**src/rtl/mips_pipe_pkg.sv**
```systemverilog
// Shared definitions for the MIPS pipeline hazard controller and pipeline registers.
package mips_pipe_pkg;

    // Hazard controller FSM states.
    typedef enum logic [1:0] {
        RUN      = 2'd0,
        MEM_WAIT = 2'd1,
        ERR      = 2'd2
    } hz_state_e;

    // Architectural zero register; never a real data dependency.
    localparam logic [4:0] REG_ZERO = 5'd0;

    // Control-bundle bit positions cleared by the pipeline register flush logic.
    localparam int unsigned CTRL_W        = 9;
    localparam int unsigned CTRL_REGWRITE = 0;
    localparam int unsigned CTRL_MEMTOREG = 1;
    localparam int unsigned CTRL_MEMREAD  = 2;
    localparam int unsigned CTRL_MEMWRITE = 3;
    localparam int unsigned CTRL_BRANCH   = 4;
    localparam int unsigned CTRL_ALUSRC   = 5;
    localparam int unsigned CTRL_REGDST   = 6;
    localparam int unsigned CTRL_ALUOP_LO = 7;
    localparam int unsigned CTRL_ALUOP_HI = 8;

    // Enable/flush bundle driven to the pipeline registers.
    typedef struct packed {
        logic pc_write;
        logic ifid_write;
        logic ifid_flush;
        logic idex_write;
        logic idex_flush;
        logic exmem_write;
        logic memwb_flush;
    } hz_ctrl_t;

    // Normal flow: everything advances, nothing squashed.
    function automatic hz_ctrl_t ctrl_run();
        hz_ctrl_t c;
        c.pc_write    = 1'b1;
        c.ifid_write  = 1'b1;
        c.ifid_flush  = 1'b0;
        c.idex_write  = 1'b1;
        c.idex_flush  = 1'b0;
        c.exmem_write = 1'b1;
        c.memwb_flush = 1'b0;
        return c;
    endfunction

    // Whole-pipeline freeze; MEM/WB gets a bubble so WB does not repeat.
    function automatic hz_ctrl_t ctrl_freeze();
        hz_ctrl_t c;
        c.pc_write    = 1'b0;
        c.ifid_write  = 1'b0;
        c.ifid_flush  = 1'b0;
        c.idex_write  = 1'b0;
        c.idex_flush  = 1'b0;
        c.exmem_write = 1'b0;
        c.memwb_flush = 1'b1;
        return c;
    endfunction

endpackage

```
**src/rtl/load_use_detect.sv**
```systemverilog
// Combinational load-use comparator between the load in EX and the instruction in ID.
module load_use_detect
    import mips_pipe_pkg::*;
(
    input  logic       i_ex_memread,
    input  logic [4:0] i_ex_rt,
    input  logic [4:0] i_id_rs,
    input  logic [4:0] i_id_rt,
    input  logic       i_id_uses_rt,
    output logic       o_load_use
);

    logic w_rs_hit;
    logic w_rt_hit;

    // A load into $0 never creates a dependency; rt only matters when ID reads it.
    always_comb begin
        w_rs_hit   = (i_ex_rt == i_id_rs);
        w_rt_hit   = i_id_uses_rt && (i_ex_rt == i_id_rt);
        o_load_use = i_ex_memread && (i_ex_rt != REG_ZERO) && (w_rs_hit || w_rt_hit);
    end

endmodule

```
**src/rtl/pipe_hazard_ctrl.sv**
```systemverilog
// Central stall/flush controller: load-use bubbles, taken-branch squash, memory-wait freeze.
module pipe_hazard_ctrl
    import mips_pipe_pkg::*;
#(
    parameter int unsigned WAIT_MAX = 64,
    parameter int unsigned CNT_W    = 16
) (
    input  logic             clk,
    input  logic             rst,
    input  logic [4:0]       ID_rs,
    input  logic [4:0]       ID_rt,
    input  logic             ID_uses_rt,
    input  logic             EX_MemRead,
    input  logic [4:0]       EX_rt,
    input  logic             EX_branch_taken,
    input  logic             MEM_mem_req,
    input  logic             mem_ready,
    output logic             pc_write,
    output logic             IFID_write,
    output logic             IFID_flush,
    output logic             IDEX_write,
    output logic             IDEX_flush,
    output logic             EXMEM_write,
    output logic             MEMWB_flush,
    output logic             busy,
    output logic             err,
    output logic [CNT_W-1:0] stall_cnt,
    output logic [CNT_W-1:0] flush_cnt
);

    localparam int unsigned WCNT_W = $clog2(WAIT_MAX + 1);

    hz_state_e         r_state;
    hz_state_e         w_state_eff;
    hz_state_e         w_state_nxt;
    logic [WCNT_W-1:0] r_wait_cnt;
    logic [WCNT_W-1:0] w_wait_nxt;
    logic              r_err;
    logic              w_err_nxt;
    logic [CNT_W-1:0]  r_stall_cnt;
    logic [CNT_W-1:0]  r_flush_cnt;
    logic              w_load_use;
    logic              w_mem_stall;
    logic              w_flush_acc;
    hz_ctrl_t          w_ctrl;

    load_use_detect u_load_use_detect (
        .i_ex_memread (EX_MemRead),
        .i_ex_rt      (EX_rt),
        .i_id_rs      (ID_rs),
        .i_id_rt      (ID_rt),
        .i_id_uses_rt (ID_uses_rt),
        .o_load_use   (w_load_use)
    );

    // Next-state and same-cycle control; reset forces RUN behaviour for current inputs.
    always_comb begin
        w_state_eff = rst ? RUN : r_state;
        w_mem_stall = MEM_mem_req && !mem_ready;
        w_ctrl      = ctrl_run();
        w_state_nxt = w_state_eff;
        w_wait_nxt  = r_wait_cnt;
        w_err_nxt   = r_err;
        w_flush_acc = 1'b0;
        case (w_state_eff)
            RUN: begin
                if (w_mem_stall) begin
                    w_ctrl      = ctrl_freeze();
                    w_state_nxt = MEM_WAIT;
                    w_wait_nxt  = WCNT_W'(1);
                end else if (EX_branch_taken) begin
                    w_ctrl.ifid_flush = 1'b1;
                    w_ctrl.idex_flush = 1'b1;
                    w_flush_acc       = 1'b1;
                end else if (w_load_use) begin
                    w_ctrl.pc_write   = 1'b0;
                    w_ctrl.ifid_write = 1'b0;
                    w_ctrl.idex_flush = 1'b1;
                end
            end
            MEM_WAIT: begin
                if (mem_ready) begin
                    w_state_nxt = RUN;
                end else begin
                    w_ctrl = ctrl_freeze();
                    if (r_wait_cnt == WCNT_W'(WAIT_MAX - 1)) begin
                        w_state_nxt = ERR;
                        w_err_nxt   = 1'b1;
                    end else begin
                        w_wait_nxt = r_wait_cnt + WCNT_W'(1);
                    end
                end
            end
            ERR: begin
                w_ctrl = ctrl_freeze();
            end
            default: begin
                w_state_nxt = RUN;
            end
        endcase
    end

    // State, wait counter, sticky error and saturating statistics.
    always_ff @(posedge clk) begin
        if (rst) begin
            r_state     <= RUN;
            r_wait_cnt  <= '0;
            r_err       <= 1'b0;
            r_stall_cnt <= '0;
            r_flush_cnt <= '0;
        end else begin
            r_state    <= w_state_nxt;
            r_wait_cnt <= w_wait_nxt;
            r_err      <= w_err_nxt;
            if (!w_ctrl.pc_write && (r_stall_cnt != {CNT_W{1'b1}})) begin
                r_stall_cnt <= r_stall_cnt + CNT_W'(1);
            end
            if (w_flush_acc && (r_flush_cnt != {CNT_W{1'b1}})) begin
                r_flush_cnt <= r_flush_cnt + CNT_W'(1);
            end
        end
    end

    assign pc_write    = w_ctrl.pc_write;
    assign IFID_write  = w_ctrl.ifid_write;
    assign IFID_flush  = w_ctrl.ifid_flush;
    assign IDEX_write  = w_ctrl.idex_write;
    assign IDEX_flush  = w_ctrl.idex_flush;
    assign EXMEM_write = w_ctrl.exmem_write;
    assign MEMWB_flush = w_ctrl.memwb_flush;
    assign busy        = (w_state_eff == MEM_WAIT);
    assign err         = r_err;
    assign stall_cnt   = r_stall_cnt;
    assign flush_cnt   = r_flush_cnt;

endmodule

```
**config.mk**
```make
export PLATFORM = sky130hd
export DESIGN_NAME = pipe_hazard_ctrl
export DESIGN_NICKNAME = d
export VERILOG_FILES = /design/src/rtl/mips_pipe_pkg.sv /design/src/rtl/load_use_detect.sv /design/src/rtl/pipe_hazard_ctrl.sv
export SDC_FILE = /design/constraint.sdc
export NUM_CORES = 1
export LEC_CHECK = 0
export ABC_AREA = 1
export BUFFER_PORTS_ARGS = -buffer_cell sky130_fd_sc_hd__buf_2
export CORE_MARGIN = 2
export CORE_UTILIZATION = 48
export CTS_BUF_LIST = sky130_fd_sc_hd__clkbuf_8
export DETAILED_ROUTE_END_ITERATION = 10
export GPL_ROUTABILITY_DRIVEN = 0
export PLACE_DENSITY = 0.8
export SYNTH_ARGS = -nofsm -noshare
export SYNTH_HDL_FRONTEND = slang
export SYNTH_HIERARCHICAL = 1
export SYNTH_SLANG_ARGS = --single-unit
```
**constraint.sdc**
```tcl
create_clock -name clk -period 4.95 [get_ports clk]
set_input_delay 0 -clock clk [delete_from_list [all_inputs] [get_ports clk]]
set_output_delay 0 -clock clk [all_outputs]
set_load 0.1 [all_outputs]
```
==> results by group <==
Setup path
  • Req. time, crit path: 5.14 ns
  • Critical path class: register to register
  • Worst Setup End Kind: register
  • WP data arrival: 2.25 ns
  • Worst setup SP type: register
  • Cell mode on critical path: nand2_1
  • Crit Path Max Fanout: 22
  • CP max-delay cell: nor2_2
  • Crit-path cells: ha_1 -> nand3_1 -> inv_1 -> nand2_1 -> nor2_1 -> nor2_2 -> nand2_1 -> nand2_1 -> a21oi_1
  • CP max stage delay: 0.60 ns

Clock network
  • PostCTS Resize Cnt: 0
  • Hold Buf Count CTS: 0
  • Number of setup buffers added after CTS: 0
  • CTS Buffer Depth: 2
  • TritonCTS buffer count: 5
  • Root Driver: clkbuf_8
  • Latest clock arrival within the worst-skew pair: 0.29 ns
  • Htree depth: 2
  • Reg clk slew, reported paths: 0.08 ns
  • CTS tree: built
  • CTS sink cnt: 42

Global routing
  • Vias in the first global route: 2,567
  • First-pass GRT wire length: 10,800 µm
  • Grt ovf: 0
  • Largest net degree at the start of global routing: 24
  • GRT Util Overall: 0.213
  • Initial antenna violation count: 0

Power
  • VDD IR max: 0.126 mV
  • Power Density: 225 mW/mm²
  • Lkg Pwr: 1.45 nW

Synthesis
  • Netlist cell types: 24
  • Sequential-to-total area share from yosys stat: 0.319
  • Synthesized area: 0.00263 mm²
  • Syn nets: 481
  • FF+latch count, synth: 42
  • Syn_area_per_cell: 5.77 µm²
  • Syn Inst Count: 456
  • Yosys warns: 6

Detailed routing
  • Total number of vias: 2,936
  • DRT iter0 DRCs: 121
  • Post-route DRC: 0
  • Wirelength per Cell: 10.8 µm
  • Drt pass-1 iters: 5
  • Final WL: 6360 µm
  • Vias per cell: 5.01
  • Post-route ant nets: 0

Timing
  • Setup TNS: 0 ns
  • Post-route minimum period: 2.07 ns
  • RSZ-0062 raised after global routing: no
  • Worst Slack Setup Final: 2.88 ns
  • Worst relative slew slack: 0.486
  • # setup viols final: 0
  • Min Hold Slack: 0.0428 ns
  • Slew at the pin with the worst max-slew slack: 0.771 ns
  • Final period utilization: 0.418
  • Max Freq: 483 MHz
  • Final hold violation count: 0
  • Setup Skew: 0.00308 ns
  • Pins Over Slew Limit: 0

Floorplan
  • Row Count: 26
  • Starting Density: 0.506
  • Die Height: 78.1 µm
  • Die Area: 0.00609 mm²
  • Ports: 63
  • CORE AREA: 0.00520 mm²
  • DIE WIDTH: 78.1 µm

Placement
  • Pre-CTS setup slack: 2.77 ns
  • Post-DP HPWL: 4760 µm
  • Port bufs: 62

Job
  • Max-cap viol count: 0

Layout
  • Ant diodes: 0
  • Share of cells above drive strength 1: 0.153
  • Area grow syn2layout: 16.1%
  • Fin nets: 541
  • FILL cells: 523

Status
  • Status: complete, no violations

Min path
  • Hold Path Class: input pin to register
==> through the flow <==
stage / std cells / instance area (µm²) / power [mW] / util
after floorplan: 456 / 2630 / 0.464 / -
after global placement: 579 / 2980 / 0.489 / 0.573
after detailed placement: 579 / 2980 / 0.491 / 0.573
after CTS: 586 / 3060 / 0.693 / 0.587
after global routing: 586 / 3060 / 0.719 / 0.587
final: 586 / 3060 / 0.689 / 0.587
==> worst paths after layout <==
| check | cells after the start | end | start | slack [ns] |
|---|---|---|---|---|
| hold reg to reg | 2 | err | err | 0.45 |
| setup / recovery | 9 | flush_cnt[3] | flush_cnt[0] | 2.88 |
| setup reg to reg | 9 | flush_cnt[3] | flush_cnt[0] | 2.88 |
| hold / removal | 4 | err | mem_ready | 0.04 |
==> synth_stat cells, drive strengths merged <==
cell    number  area [µm²]
buf          6        38.8
a21oi       31         155
dfxtp       42         841
nor3         6        35.0
a211oi       1        7.51
and2         1        6.26
clkbuf       3        11.3
nand2      155         589
nor2        78         303
xnor2        6        52.6
nor3b        1        7.51
nand4        9        56.3
nand3       35         175
inv         66         248
xor2         1        8.76
o21ai       12        60.1
ha           3        37.5
==> state kept, by name, summed over array words and instances (netlist names) <==
signal,cells
err,1
r_wait_cnt,7
r_state,2
flush_cnt,16
stall_cnt,16
==> per-layer routing <==
layer	GRT usage	share of wire	vias up
li1	-	-	1530
met1	0.275	0.46	1314
met2	0.364	0.47	84
met3	0.0345	0.055	8
met4	0.0667	0.0085	0
met5	0	0	-
==> cells in the final DEF, fill, tap and decap left out, types with 5 or more instances in the layout <==
cell      count
nand2_1     152
clkbuf_8      5
inv_1        64
nor2_1       74
nand3_1      35
o21ai_0       8
nand4_1       9
dfxtp_1      42
buf_2        62
a21oi_1      31
xnor2_1       6
nor3_1        5
==> worst max-delay path: cells and delay by family (launching register included) <==
family	cells	cell delay (ns)
AND/OR/NAND/NOR	6	1.29
flip-flops	1	0.35
adder cells (fa/ha/maj)	1	0.23
buffers and inverters	1	0.05
AO/OA/AOI/OAI	1	0.05
==> area by class of cell <==
cell class	instances	area [µm²]	area share
Sequential cell	42	841	0.275
Timing Repair Buffer	62	310	0.102
Tap cell	70	87.6	0.0287
Multi-Input combinational cell	339	1490	0.489
Clock inverter	2	7.51	0.00246
Clock buffer	5	68.8	0.0225
Inverter	66	248	0.0810
==> power breakdown <==
group / leakage [nW] / total, mW / switching [mW] / internal (mW)
combinational: 1.07 / 0.136 / 0.108 / 0.0277
clock: 0.0466 / 0.206 / 0.113 / 0.0931
sequential: 0.340 / 0.348 / 0.00532 / 0.342
==> logic make-up after synthesis <==
kind of cell / Yosys count / synth area share
AND/OR/NAND/NOR: 285 / 0.445
AO/OA/AOI/OAI: 44 / 0.0846
buffers and inverters: 75 / 0.113
adder cells (fa/ha/maj): 3 / 0.0143
XOR/XNOR: 7 / 0.0233
flip-flops: 42 / 0.319
Power figures use the tool's default switching activity.
